File: src/rtl/keypad_entry_ctrl_pkg.sv
// Shared key-code constants, debouncer state encoding and key classification
// for the keypad entry controller.
package keypad_entry_ctrl_pkg;

   localparam logic [3:0] KEY_STAR      = 4'hA;
   localparam logic [3:0] KEY_HASH      = 4'hB;
   localparam logic [3:0] KEY_MAX_DIGIT = 4'h9;

   typedef enum logic [1:0] {
      IDLE       = 2'd0,
      PRESS_DB   = 2'd1,
      HELD       = 2'd2,
      RELEASE_DB = 2'd3
   } press_state_t;

   function automatic logic is_digit(input logic [3:0] code);
      return (code <= KEY_MAX_DIGIT);
   endfunction

endpackage

File: src/rtl/key_debouncer.sv
// Synchronizes the raw key level and debounces press and release; emits one
// accept pulse (with the sampled key code) each time a press is confirmed.
module key_debouncer #(
   parameter int DEBOUNCE_CYCLES = 16
) (
   input  logic       ck,
   input  logic       reset_n,
   input  logic       key_valid,
   input  logic [3:0] key_code,
   output logic       accept,
   output logic [3:0] code,
   output logic       idle
);
   import keypad_entry_ctrl_pkg::*;

   localparam int CW = $clog2(DEBOUNCE_CYCLES + 1);
   localparam logic [CW-1:0] CNT_LAST = CW'(DEBOUNCE_CYCLES - 1);

   press_state_t  state, state_next;
   logic [CW-1:0] cnt, cnt_next;
   logic          accept_next;
   logic          sync1, synced;

   // The first stable level is counted on the IDLE/HELD exit, so DEBOUNCE_CYCLES >= 2 is assumed.
   always_ff @(posedge ck or negedge reset_n) begin
      if (!reset_n) begin
         sync1  <= 1'b0;
         synced <= 1'b0;
         state  <= IDLE;
         cnt    <= '0;
         accept <= 1'b0;
         code   <= 4'h0;
      end else begin
         sync1  <= key_valid;
         synced <= sync1;
         state  <= state_next;
         cnt    <= cnt_next;
         accept <= accept_next;
         if (accept_next) begin
            code <= key_code;
         end
      end
   end

   always_comb begin
      state_next  = state;
      cnt_next    = cnt;
      accept_next = 1'b0;
      case (state)
         IDLE: begin
            if (synced) begin
               state_next = PRESS_DB;
               cnt_next   = CW'(1);
            end
         end
         PRESS_DB: begin
            if (!synced) begin
               state_next = IDLE;
               cnt_next   = '0;
            end else if (cnt == CNT_LAST) begin
               state_next  = HELD;
               cnt_next    = '0;
               accept_next = 1'b1;
            end else begin
               cnt_next = cnt + CW'(1);
            end
         end
         HELD: begin
            if (!synced) begin
               state_next = RELEASE_DB;
               cnt_next   = CW'(1);
            end
         end
         RELEASE_DB: begin
            if (synced) begin
               state_next = HELD;
               cnt_next   = '0;
            end else if (cnt == CNT_LAST) begin
               state_next = IDLE;
               cnt_next   = '0;
            end else begin
               cnt_next = cnt + CW'(1);
            end
         end
         default: begin
            state_next = IDLE;
            cnt_next   = '0;
         end
      endcase
   end

   assign idle = (state == IDLE);

endmodule

File: src/rtl/keypad_entry_ctrl.sv
// Keypad entry controller: turns debounced key accepts into digit writes,
// compare/clear requests, overflow reporting and an idle auto-clear.
module keypad_entry_ctrl #(
   parameter int DEBOUNCE_CYCLES = 16,
   parameter int MAX_DIGITS      = 6,
   parameter int TIMEOUT_CYCLES  = 1024
) (
   input  logic                  ck,
   input  logic                  reset_n,
   input  logic                  key_valid,
   input  logic [3:0]            key_code,
   output logic [3:0]            data,
   output logic [MAX_DIGITS-1:0] input_cs,
   output logic                  is_pressed,
   output logic                  compare,
   output logic                  clear_input,
   output logic [2:0]            digit_count,
   output logic                  overflow
);
   import keypad_entry_ctrl_pkg::*;

   localparam int TW = $clog2(TIMEOUT_CYCLES + 1);
   localparam logic [TW-1:0] TMO_LAST = TW'(TIMEOUT_CYCLES - 1);
   localparam logic [2:0]    MAX_CNT  = 3'(MAX_DIGITS);

   logic          accept;
   logic [3:0]    key;
   logic          fsm_idle;
   logic          write_pend;
   logic          star_pend;
   logic [TW-1:0] tmo_cnt;

   key_debouncer #(
      .DEBOUNCE_CYCLES(DEBOUNCE_CYCLES)
   ) u_debouncer (
      .ck       (ck),
      .reset_n  (reset_n),
      .key_valid(key_valid),
      .key_code (key_code),
      .accept   (accept),
      .code     (key),
      .idle     (fsm_idle)
   );

   // data is loaded one cycle ahead of the cell select so it is stable at the cs rising edge;
   // the '*' clear trails compare by one cycle so the two never overlap.
   always_ff @(posedge ck or negedge reset_n) begin
      if (!reset_n) begin
         data        <= 4'h0;
         input_cs    <= '0;
         is_pressed  <= 1'b0;
         compare     <= 1'b0;
         clear_input <= 1'b0;
         digit_count <= 3'd0;
         overflow    <= 1'b0;
         write_pend  <= 1'b0;
         star_pend   <= 1'b0;
         tmo_cnt     <= '0;
      end else begin
         is_pressed  <= 1'b0;
         compare     <= 1'b0;
         clear_input <= 1'b0;
         overflow    <= 1'b0;
         input_cs    <= '0;
         write_pend  <= 1'b0;
         star_pend   <= 1'b0;

         if (write_pend) begin
            input_cs    <= MAX_DIGITS'(1) << digit_count;
            digit_count <= digit_count + 3'd1;
         end
         if (star_pend) begin
            clear_input <= 1'b1;
            digit_count <= 3'd0;
         end

         // An accept restarts the idle timer and wins over a timeout in the same cycle.
         if (accept) begin
            is_pressed <= 1'b1;
            tmo_cnt    <= '0;
            if (is_digit(key)) begin
               if (digit_count < MAX_CNT) begin
                  data       <= key;
                  write_pend <= 1'b1;
               end else begin
                  overflow <= 1'b1;
               end
            end else if (key == KEY_STAR) begin
               compare   <= 1'b1;
               star_pend <= 1'b1;
            end else if (key == KEY_HASH) begin
               clear_input <= 1'b1;
               digit_count <= 3'd0;
            end
         end else if (!fsm_idle || digit_count == 3'd0 || write_pend || star_pend) begin
            tmo_cnt <= '0;
         end else if (tmo_cnt == TMO_LAST) begin
            tmo_cnt     <= '0;
            clear_input <= 1'b1;
            digit_count <= 3'd0;
         end else begin
            tmo_cnt <= tmo_cnt + TW'(1);
         end
      end
   end

endmodule

File: config.mk
export PLATFORM = sky130hd
export DESIGN_NAME = keypad_entry_ctrl
export DESIGN_NICKNAME = d
export VERILOG_FILES = /design/src/rtl/keypad_entry_ctrl_pkg.sv /design/src/rtl/key_debouncer.sv /design/src/rtl/keypad_entry_ctrl.sv
export SDC_FILE = /design/constraint.sdc
export NUM_CORES = 1
export LEC_CHECK = 0
export CELL_PAD_IN_SITES_DETAIL_PLACEMENT = 0
export CELL_PAD_IN_SITES_GLOBAL_PLACEMENT = 2
export CORE_ASPECT_RATIO = 1.1
export CORE_UTILIZATION = 39
export DETAILED_ROUTE_END_ITERATION = 6
export PLACE_DENSITY_LB_ADDON = 0.1
export SYNTH_ARGS = -nofsm -noshare
export SYNTH_HDL_FRONTEND = slang
export SYNTH_HIERARCHICAL = 1
export SYNTH_SLANG_ARGS = --single-unit
File: constraint.sdc
create_clock -name ck -period 3.14 [get_ports ck]
set_clock_uncertainty 0.1 [all_clocks]
set_input_delay 0.314 -clock ck [delete_from_list [all_inputs] [get_ports ck]]
set_output_delay 0.314 -clock ck [all_outputs]
set_load 0.005 [all_outputs]
Word-level counts from Yosys, hierarchy flattened
Index checks and enable logic that the tools add are counted.
{"block": "word_totals", "reg_bits": 43, "elab_cells": 86, "out_inout_bits": 17, "input_bits": 7}
{"block": "op_classes", "n_lt_le_gt_ge": 2, "addsub": 3, "shift": 1, "eq_ne": 11, "n_mux": 45, "n_reduce_logical": 9}
{"operator": "$mux 11", "n": 3}
{"operator": "$mux 5", "n": 5}
{"operator": "$mux 3", "n": 8}
{"operator": "$mux 1", "n": 20}
{"operator": "$pmux 5 s4", "n": 1}
{"operator": "$mux 2", "n": 6}
{"operator": "$add 11x1->11 const B", "n": 1}
{"operator": "$eq 11x10->1 const B", "n": 1}
{"operator": "$eq 4x4->1 const B", "n": 2}
{"operator": "$pmux 2 s4", "n": 1}
{"operator": "$mux 6", "n": 1}
{"operator": "$shl 1x3->6 const A", "n": 1}
{"operator": "$add 5x1->5 const B", "n": 1}
{"operator": "$eq 5x4->1 const B", "n": 1}
{"operator": "$eq 2x2->1 const B", "n": 2}
{"operator": "$le 4x4->1 const B", "n": 1}
{"operator": "$reduce_and 4->1", "n": 1}
{"operator": "$add 3x1->3 const B", "n": 1}
{"operator": "$logic_not 3->1", "n": 1}
{"operator": "$logic_or 1x1->1", "n": 3}
{"operator": "$lt 3x3->1 const B", "n": 1}
{"operator": "$ne 3x1->1 const B", "n": 1}
{"operator": "$ne 3x3->1 const B", "n": 1}
{"operator": "$reduce_and 3->1", "n": 1}
{"operator": "other kinds (6)", "n": 6}

Logic depth before layout (Yosys ltp)
{"block": "depth", "ltp_word": 7, "ltp_mapped": 5}

By module
The synthesis kept the hierarchy.
{"mod": "keypad_entry_ctrl", "area_each_um2": 1275.0, "cells_per_inst": 108, "instances": 1}
{"mod": "key_debouncer", "area_each_um2": 604.3, "cells_per_inst": 47, "instances": 1}

Least setup slack after synthesis
OpenSTA, ideal clock, no wires.
{"block": "synth_path", "kind": "flip-flop to flip-flop", "start": "register u_debouncer.cnt[0]", "end": "register u_debouncer.code[0]", "setup_time_ns": 0.125, "t_required_ns": 2.915, "stages_incl_launch_ff": 6, "slack_ns": 1.507, "period_less_slack_ns": 1.633, "t_arrival_ns": 1.408, "path_buffers": 1, "cell_sequence": "dfrtp_1 -> ha_1 -> and4b_4 -> and4b_1 -> buf_6 -> mux2_4"}
{"block": "synth_via", "elab_chain_cells": 4}
{"item": "from (decl)", "line_no": "key_debouncer.sv:20", "rtl": "logic [CW-1:0] cnt, cnt_next;"}
{"item": "from (signal assigned)", "line_no": "key_debouncer.sv:37", "rtl": "cnt <= cnt_next;"}
{"item": "$eq 5x4->1", "line_no": "key_debouncer.sv:60", "rtl": "end else if (cnt == CNT_LAST) begin"}
{"item": "$mux 1", "line_no": "key_debouncer.sv:60"}
{"item": "$mux 1", "line_no": "key_debouncer.sv:57", "rtl": "if (!synced) begin"}
{"item": "$mux 1", "line_no": "key_debouncer.sv:49", "rtl": "case (state)"}
{"item": "net u_debouncer.accept_next", "line_no": "key_debouncer.sv:21", "rtl": "logic accept_next;"}
{"item": "to (signal assigned)", "line_no": "key_debouncer.sv:40", "rtl": "code <= key_code;"}
{"item": "to (decl)", "line_no": "key_debouncer.sv:11", "rtl": "output logic [3:0] code,"}
The timed path passes the listed nets, and every way through them passes these cells.
A chain may end at the register's enable or synchronous reset.

Worst setup path in the final report
{"block": "layout_path", "start": "register u_debouncer.cnt[0]", "end": "register u_debouncer.code[2]"}
{"block": "layout_via", "elab_chain_cells": 4}
{"item": "$eq 5x4->1", "line_no": "key_debouncer.sv:60"}
{"item": "$mux 1", "line_no": "key_debouncer.sv:60"}
{"item": "$mux 1", "line_no": "key_debouncer.sv:57"}
{"item": "$mux 1", "line_no": "key_debouncer.sv:49"}
Every way passes these cells.

==> impl_metrics.toml <==
[status]
status = "finished, final reports clean"

[synthesis]
syn_nets = 169
avgSynthCellArea_um2 = 12.1
netlist_instances = 155
ys_types = 40
mappedNetlistArea_um2 = 1880
ys_seq_area_share_pct = 57.3
synthTopCellsByArea = "dfrtp_1, ha_1, mux2_4, mux2_2, xor2_1"
synth-seq-cells = 43
synth_top_area_share_pct = 57.3
yosysWarningCount = 6
yosys.area.top_type = "dfrtp_1"

[clock_tree]
post_cts_resized = 0
cts_inserted_buffers = 5
clockRootBuffer = "clkbuf_8"
h-tree-depth = 2
clock-sinks = 43
insertion_delay_ns = 0.29
clockBufferDepth = 2
clk_pin_slew_ns = 0.08
cts_tree = "built"
postCtsHoldBufs = 0
post_cts_buffers = 0

[die]
ios = 24
die_y_um = 74.8
initial_core_util_pct = 40.4
die_w_um = 68.2
row_count = 26
fp.dieArea_um2 = 5100
core_area_um2 = 4650

[pwr]
power_frac_seq_pct = 51.4
p_clk_share_pct = 45.7
p_total_mw = 1.10
pwr-share-comb_pct = 2.9
switching_power_mw = 0.213
power.internal_mw = 0.891
netSwitchingFraction_pct = 19.3
ir_worst_vdd_v = 0.000228
p_per_area_nw_per_um2 = 483
leakagePower_nw = 1.01

[grt]
overflow = 0
antenna_found_initial = 0
grtUsageTotal_pct = 15.1
grt_max_degree = 44
grt_pass1_wl_mm = 5.58
first_global_vias = 1177

[sta]
max_freq_mhz = 542
finalCritPeriodShare_pct = 58.8
slew_headroom_pct = 36.8
setup_viol = 0
rsz0062_at_grt = "false"
tightest_slew_ns = 0.948
fin_crit_ns = 1.85
drv_slew = 0
finalSetupTns_ns = 0
worst_slack_ns = 1.29
hold_violations = 0

[layout]
multiInputGateArea_um2 = 742
layout_commonest_cell = "dfrtp_1"
layout.cells.non_filler = 239
insertedDiodeCount = 0
final_cell_mix = "dfrtp_1, clkdlybuf4s50_1, nand2_1"
regArea_um2 = 1080
drive_gt1_share_pct = 12.0
final_nets = 196
fin_area_um2 = 2280
area_delta_synth_final_pct = 21.5
fill_cells = 431

[worst_setup_path]
cp.arrival_ns = 1.92
cp-end-kind = "flip-flop"
cp-start-kind = "flip-flop"
cp_data_required_time_ns = 3.22
critPathMaxFanout = 5
crit_type = "reg2reg"

[place]
post_dp_cell_area_um2 = 2150
portBuffers = 23
preCtsSetupSlack_ns = 1.30
dp.cells = 231
gp_congestion = 0.725
hpwlAfterDp_mm = 2.38

[detailed_routing]
drc = 0
first_iter_violations = 38
wl_per_cell_um = 14.4
dr.pass1.iters = 4
via_per_inst = 5.20
finalWirelength_mm = 3.44
vias = 1243
drtAntennaViolNets = 0

[job]
max_cap_violations = 0

[hold_path]
hold_class = "in2async"
worst max-delay path, stage by stage, from the launching register on:
cell	delay (ns)
dfrtp_1	0.40
ha_1	0.22
and4b_4	0.28
and4b_1	0.40
mux2_4	0.33
layout make-up:
cell class,count,area share (%)
clock buffers,6,3.18
clock inverters,2,2.63
inverters,8,1.32
multi-input cells,100,32.5
flip-flops and latches,43,47.1
well taps,56,3.07
repair buffers,24,10.2
cells in the mapped netlist, drive strengths merged:
master and count:
nand4b 1, o21a 2, clkbuf 1, xor2 5, or3 3, o311a 1
nor2 7, and3 3, nor2b 1, nand3 9, o21ai 8, a21boi 1
dfrtp 43, o32ai 1, ha 7, and4b 2, a21oi 3, or4 2
nor4b 1, a211o 2, nor3 3, and2 4, mux2i 1, nor4 1
buf 3, xnor2 3, mux2 9, inv 8, a211oi 4, nand2 9
nor3b 1, o31ai 2, nand4 2, a2111oi 2
kinds of logic (layout without fill, tap and decap cells):
kind of cell | after synthesis | count (layout) | synth area share, %
compound gates | 26 | 26 | 9.59
flops | 43 | 43 | 57.3
xor+xnor | 8 | 8 | 3.73
simple gates | 49 | 49 | 14.8
buf+inv | 12 | 40 | 3.26
fa+ha+maj | 7 | 7 | 4.66
mux | 10 | 10 | 6.72
through the flow:
step | utilization, % | hold WS, ns
floorplan | - | -0.0816
global placement | 46.2 | 0.244
detailed placement | 46.2 | 0.242
CTS | 49.1 | 0.0980
global route | 49.1 | 0.147
finish | 49.1 | 0.0683
flip-flops by register name, summed over array words and instances, names as in the netlist, 3 cells and up, named ones only:
| register | cells |
|---|---|
| u_debouncer/code | 4 |
| u_debouncer/cnt | 5 |
| digit_count | 3 |
| input_cs | 6 |
| tmo_cnt | 11 |
| data | 4 |
per-layer routing:
| metal | wire [um] | vias up | global-route usage [%] |
|---|---|---|---|
| met4 | 39 | 0 | 4.86 |
| met1 | 1560 | 612 | 19.7 |
| met3 | 138 | 5 | 4.70 |
| li1 | - | 602 | - |
| met5 | 0 | - | 0 |
| met2 | 1700 | 24 | 23.9 |
path summary, 6_finish.rpt:
| path | start | endpoint | slack [ns] | depth (start not counted) |
|---|---|---|---|---|
| hold / removal | reset_n | tmo_cnt[6]$_DFF_PN0_ | 0.07 | 1 |
| hold reg to reg | u_debouncer/sync1$_DFF_PN0_ | u_debouncer/synced$_DFF_PN0_ | 0.26 | 0 |
| max in group asynchronous | reset_n | tmo_cnt[10]$_DFF_PN0_ | 2.28 | 1 |
| setup / recovery | u_debouncer/cnt[0]$_DFFE_PN0P_ | u_debouncer/code[2]$_DFFE_PN0P_ | 1.29 | 4 |
| setup reg to reg | u_debouncer/cnt[0]$_DFFE_PN0P_ | u_debouncer/code[2]$_DFFE_PN0P_ | 1.29 | 4 |
| min in group ck | u_debouncer/sync1$_DFF_PN0_ | u_debouncer/synced$_DFF_PN0_ | 0.26 | 0 |
power groups by stage:
stage / logic (mW) / registers [mW] / clock network, mW
floorplan: 0.0145 / 0.575 / 0
finish: 0.0320 / 0.568 / 0.504
global route: 0.0378 / 0.570 / 0.550
detailed placement: 0.0334 / 0.579 / 0
CTS: 0.0335 / 0.568 / 0.523
global placement: 0.0329 / 0.578 / 0
No activity file was read; power rests on OpenSTA's default activity.
==> variant 1 (same settings) <==
Register the output `is_pressed` once more, without a reset; this adds one clock of latency there. The other outputs are not delayed to match.
--- a/src/rtl/keypad_entry_ctrl.sv
+++ b/src/rtl/keypad_entry_ctrl.sv
@@ -22,6 +22,8 @@
    localparam int TW = $clog2(TIMEOUT_CYCLES + 1);
    localparam logic [TW-1:0] TMO_LAST = TW'(TIMEOUT_CYCLES - 1);
    localparam logic [2:0]    MAX_CNT  = 3'(MAX_DIGITS);
+
+   logic is_pressed_s0;
 
    logic          accept;
    logic [3:0]    key;
@@ -48,7 +50,7 @@
       if (!reset_n) begin
          data        <= 4'h0;
          input_cs    <= '0;
-         is_pressed  <= 1'b0;
+         is_pressed_s0 <= 1'b0;
          compare     <= 1'b0;
          clear_input <= 1'b0;
          digit_count <= 3'd0;
@@ -57,7 +59,7 @@
          star_pend   <= 1'b0;
          tmo_cnt     <= '0;
       end else begin
-         is_pressed  <= 1'b0;
+         is_pressed_s0 <= 1'b0;
          compare     <= 1'b0;
          clear_input <= 1'b0;
          overflow    <= 1'b0;
@@ -76,7 +78,7 @@
 
          // An accept restarts the idle timer and wins over a timeout in the same cycle.
          if (accept) begin
-            is_pressed <= 1'b1;
+            is_pressed_s0 <= 1'b1;
             tmo_cnt    <= '0;
             if (is_digit(key)) begin
                if (digit_count < MAX_CNT) begin
@@ -104,5 +106,9 @@
       end
    end
 
+   always_ff @(posedge ck) begin
+      is_pressed <= is_pressed_s0;
+   end
+
 endmodule
 
Function: no difference found for any inputs over 10 cycles, from zero or initial values and one cycle with reset_n low; that may be too few to reach the edited logic, so the function may still have changed.
==> variant 1 against the unedited design <==
- power decreased by 14%
- hold slack got worse by 18 ps
- wire length increased by 1.1%
- non-clock buffer count unchanged
- synthesized area increased by 1.1%
- maximum frequency decreased by 4.8%
- cell area decreased by 1.2%
- sequential cell count increased by 1
- setup slack got worse by 93 ps
- critical path type unchanged
- largest cell class unchanged
==> variant 1: results (changes against the unedited design) <==
cts:
  h-tree-depth: 2  # unchanged
finish:
  nets: 197  # +0.51%
  drive_gt1_share_pct: 12.0  # -0.065 points
  fin_cells: 240  # +0.42%
yosys:
  synth_fp_nets: 170  # +0.59%
  synth-xor-area-share_pct: 3.69  # -0.039 points
  synthMuxAreaShare_pct: 6.65  # -0.071 points
  synthTopCellsByArea: "dfrtp_1 (57%), ha_1 (4.6%), mux2_4 (3.2%)"
  async_flop_share_pct: 97.7  # -2.3 points
  netlist_instances: 156  # +0.65%
  synth_compound_area_share_pct: 9.49  # -0.10 points
  synth-seq-area-share_pct: 57.7  # +0.45 points
  synth_top_area_share_pct: 56.7  # -0.60 points
  synth.distinct_cells: 41  # +2.5%
placement:
  placedCellCount: 232  # +0.43%
  gp_congestion: 0.694  # -4.4%
  hpwl_um: 2460  # +3.2%
  placed_area_um2: 2170  # +0.93%
global_routing:
  grt_pass1_wl_um: 5820  # +4.3%
  grt_use_total_pct: 15.7  # +0.59 points
  grt_pass1_vias: 1267  # +7.6%
timing:
  final-setup-viol-count: 0  # unchanged
  hold_slack_ps: 50.3  # -18.0 ps
power_and_ir_drop:
  p_leak_nw: 0.989  # -1.6%
  internal-power_mw: 0.741  # -17%
status:
  status: "complete, no violations"
setup_path:
  r2r_cells: 5  # +1
  crit_slowest_cell: "nor4_1"
  worstPathArrival_ps: 1990  # +70 ps
  cp_max_fo: 9  # +4
  reg2reg_to: "digit_count[0]"
  rr_startpoint: "tmo_cnt[0]"
  rrSetupSlack_ps: 1200  # -90 ps
  cpPeakStageDelay_ps: 490  # +90 ps
route:
  dr_total_vias: 1254  # +0.88%
  m1WireLength_um: 1640  # +5.0%
  wl_per_cell_um: 14.5  # +0.66%
  drt_iter0_drc: 31  # -18%
  met2_wirelength_um: 1660  # -2.1%
  wl_met3_um: 128  # -7.2%
-- variant 1: cell count changes after synthesis --
cell	unedited run	this run
dfxtp_1	0	1
-- variant 1: per-layer routing --
metal	vias to the layer above	global-route usage, %
met1	619	19.5
li1	608	-
met2	23	25.6
met5	-	0
met4	0	7.64
met3	4	3.64
-- variant 1: final cells by class --
cell class	count	area, um2
well taps	56	70.1
inverters	8	30.0
fillers	434	2400
flip-flops and latches	44	1100
multi-input cells	100	742
clock inverters	2	12.5
clock buffers	6	72.6
repair buffers	24	233
-- variant 1: power by group through the flow --
| stage | Clock [mW] | Combinational, mW | Sequential [mW] |
|---|---|---|---|
| 2_1_floorplan | 0 | 0.0145 | 0.588 |
| 3_3_place_gp | 0 | 0.0328 | 0.591 |
| 3_5_place_dp | 0 | 0.0332 | 0.591 |
| 4_1_cts | 0.350 | 0.0333 | 0.580 |
| 5_1_grt | 0.374 | 0.0384 | 0.581 |
| 6_report | 0.341 | 0.0319 | 0.580 |
-- variant 1: worst max-delay path by stage --
stage	start	endpoint	slack, ps	cells past startpoint
4_1_cts	tmo_cnt[0]	digit_count[0]	1180	5
3_5_place_dp	tmo_cnt[0]	digit_count[0]	1200	5
3_3_place_gp	tmo_cnt[0]	digit_count[1]	1300	5
6_report	tmo_cnt[0]	digit_count[0]	1200	5
2_1_floorplan	u_debouncer/cnt[0]	u_debouncer/code[0]	1510	5
5_1_grt	tmo_cnt[0]	digit_count[0]	1020	5
-- variant 1: worst register-to-register path: cells and delay by family, from the launching register on --
kind,cells,cell delay [ps]
simple gates,2,710
flops,1,400
buf+inv,1,260
fa+ha+maj,1,230
compound gates,1,110
==> variant 2 (same flow settings) <==
Without the edit above. Set the parameter `TIMEOUT_CYCLES` to 512 (it was 1024).
--- a/src/rtl/keypad_entry_ctrl.sv
+++ b/src/rtl/keypad_entry_ctrl.sv
@@ -3,7 +3,7 @@
 module keypad_entry_ctrl #(
    parameter int DEBOUNCE_CYCLES = 16,
    parameter int MAX_DIGITS      = 6,
-   parameter int TIMEOUT_CYCLES  = 1024
+   parameter int TIMEOUT_CYCLES  = 512
 ) (
    input  logic                  ck,
    input  logic                  reset_n,
Check against the original RTL: same outputs for any inputs over 10 cycles, from zero or initial values and one cycle with reset_n low; that may be too few to reach the edited logic, so the function may still have changed.
==> variant 2 against the unedited design <==
- the run now ends with DRC left
- wire length decreased by 5.8%
- power decreased by 9.7%
- synthesized area decreased by 0.40%
- cell area decreased by 1.5%
- utilization decreased by 0.39 points
- non-clock buffer count decreased by 1
- sequential cell count decreased by 1
- critical path depth unchanged
- global-route usage decreased by 0.18 points
- largest cell class unchanged
- synthesized cell count unchanged
- maximum frequency increased by 1.9%
- count of clock-buffer cells in the layout increased by 1
- setup slack improved by 34 ps
==> variant 2: results (changes against the unedited design) <==
route:
  drt-total-wl_um: 3240  # -5.8%
  dr_total_vias: 1257  # +1.1%
  drc: 1  # +1
  dr.pass1.iters: 6  # +2
  drt_iter0_drc: 31  # -18%
yosys:
  async_flop_share_pct: 100  # unchanged
  synthTopCellsByCount: "dfrtp_1 (42), nand2_1 (11), nand3_1 (11)"
  synthTopCellsByArea: "dfrtp_1 (56%), ha_1 (4.7%), mux2_4 (3.2%)"
  synth-seq-area-share_pct: 56.1  # -1.1 points
  synth_fp_nets: 169  # unchanged
  synth.distinct_cells: 42  # +5.0%
  yosysWarnings: 6  # unchanged
status:
  violations: "DRC"
  status: "finished, violations left"
setup_path:
  crit_slowest_cell: "dfrtp_1"
  cpPeakStageDelay_ps: 390
  cp_max_fo: 5  # unchanged
  worstPathArrival_ps: 1890  # -30 ps
finish:
  nets: 195  # -0.51%
  top_regs: "tmo_cnt (10), input_cs (6), u_debouncer/cnt (5)"
  drive_gt1_share_pct: 12.1  # +0.066 points
  diodes: 0  # unchanged
global_routing:
  grt_pass1_vias: 1241  # +5.4%
  grt_max_degree: 43  # -2.3%
  antenna_found_initial: 0  # unchanged
  grt_pass1_wl_um: 5590  # +0.13%
  grt_use_total_pct: 14.9  # -0.18 points
placement:
  hpwl_um: 2330  # -2.1%
  io_buffers: 23  # unchanged
  placed_area_um2: 2140  # -0.35%
  gp_congestion: 0.741  # +2.2%
cts:
  numCtsBuffers: 5  # unchanged
  h-tree-depth: 2  # unchanged
  hold_buffers: 0  # unchanged
  clock-root-buffer: "clkbuf_8"
  path_clk_slew_ps: 80  # about the same
  post_cts_buffers: 0  # unchanged
  cts_max_path_buffers: 2  # unchanged
  clk_latency_ps: 280
  cts-resized-gates: 0  # unchanged
power_and_ir_drop:
  p_leak_nw: 0.992  # -1.3%
  ir_drop_uv: 240  # +5.3%
worst_hold_path:
  hp-class: "in2async"
timing:
  relSlewSlack_pct: 39.1  # +2.3 points
  report.final.hold_viol_count: 0  # unchanged
==> variant 2: cell count changes in the layout (fill, tap and decap cells not counted), moves of 2 or more <==
| cell | before | now |
|---|---|---|
| nand2_1 | 9 | 11 |
| inv_1 | 8 | 5 |
| nand4_1 | 2 | 0 |
| nand3_1 | 8 | 11 |
==> variant 2: metal layers <==
metal / part of all wire, % / GRT usage [%] / vias to the layer above / wire [um]
met3: 3.9 / 4.39 / 5 / 125
met5: 0 / 0 / - / 0
li1: - / - / 607 / -
met4: 1.5 / 5.56 / 0 / 48
met2: 48 / 23.3 / 22 / 1550
met1: 47 / 19.6 / 623 / 1510
==> variant 2: metrics by stage <==
| stage | total power, mW | util (%) | hold slack [ps] | instances | worst slack (ps) |
|---|---|---|---|---|---|
| 6_report | 0.997 | 48.7 | 44.4 | 238 | 1330 |
| 2_1_floorplan | 0.578 | - | -81.6 | 155 | 1510 |
| 5_1_grt | 1.04 | 48.7 | 135 | 238 | 1180 |
| 4_1_cts | 1.01 | 48.7 | 88.5 | 238 | 1300 |
| 3_3_place_gp | 0.598 | 46.4 | 238 | 230 | 1330 |
| 3_5_place_dp | 0.600 | 46.4 | 239 | 230 | 1320 |
==> variant 2: cells by family after synthesis <==
logic type	after synthesis	synth area share, %
buf+inv	10	2.47
fa+ha+maj	7	4.68
compound gates	22	8.02
simple gates	55	17.6
mux	11	7.29
flops	42	56.1
xor+xnor	8	3.74
==> variant 2: final timing paths <==
check | slack [ps] | endpoint | start | cells after the start
worst max-delay path | 1330 | u_debouncer/code[0] | u_debouncer/cnt[0] | 4
worst min-delay path | 40 | u_debouncer/cnt[1] | reset_n | 1
worst max register to register | 1330 | u_debouncer/code[0] | u_debouncer/cnt[0] | 4
worst min register to register | 260 | u_debouncer/synced | u_debouncer/sync1 | 0
max in group asynchronous | 2310 | write_pend | reset_n | 1
min in group ck | 260 | u_debouncer/synced | u_debouncer/sync1 | 0
==> variant 2: critical path, delay by kind of cell (launching register included) <==
family | cells | cell delay (ps)
AND/OR/NAND/NOR | 2 | 660
adder cells (fa/ha/maj) | 1 | 220
multiplexers | 1 | 330
flip-flops | 1 | 390
==> variant 2: cell type report <==
type / count / area, um2
Clock buffer: 7 / 76.3
Clock inverter: 1 / 30.0
Fill cell: 431 / 2370
Inverter: 6 / 22.5
Multi-Input combinational cell: 103 / 774
Sequential cell: 42 / 1050
Tap cell: 56 / 70.1
Timing Repair Buffer: 23 / 225
==> variant 2: where the power goes <==
group	switching [mW]	internal, mW
sequential	0.00749	0.547
combinational	0.0188	0.0142
clock	0.172	0.238
total	0.198	0.799
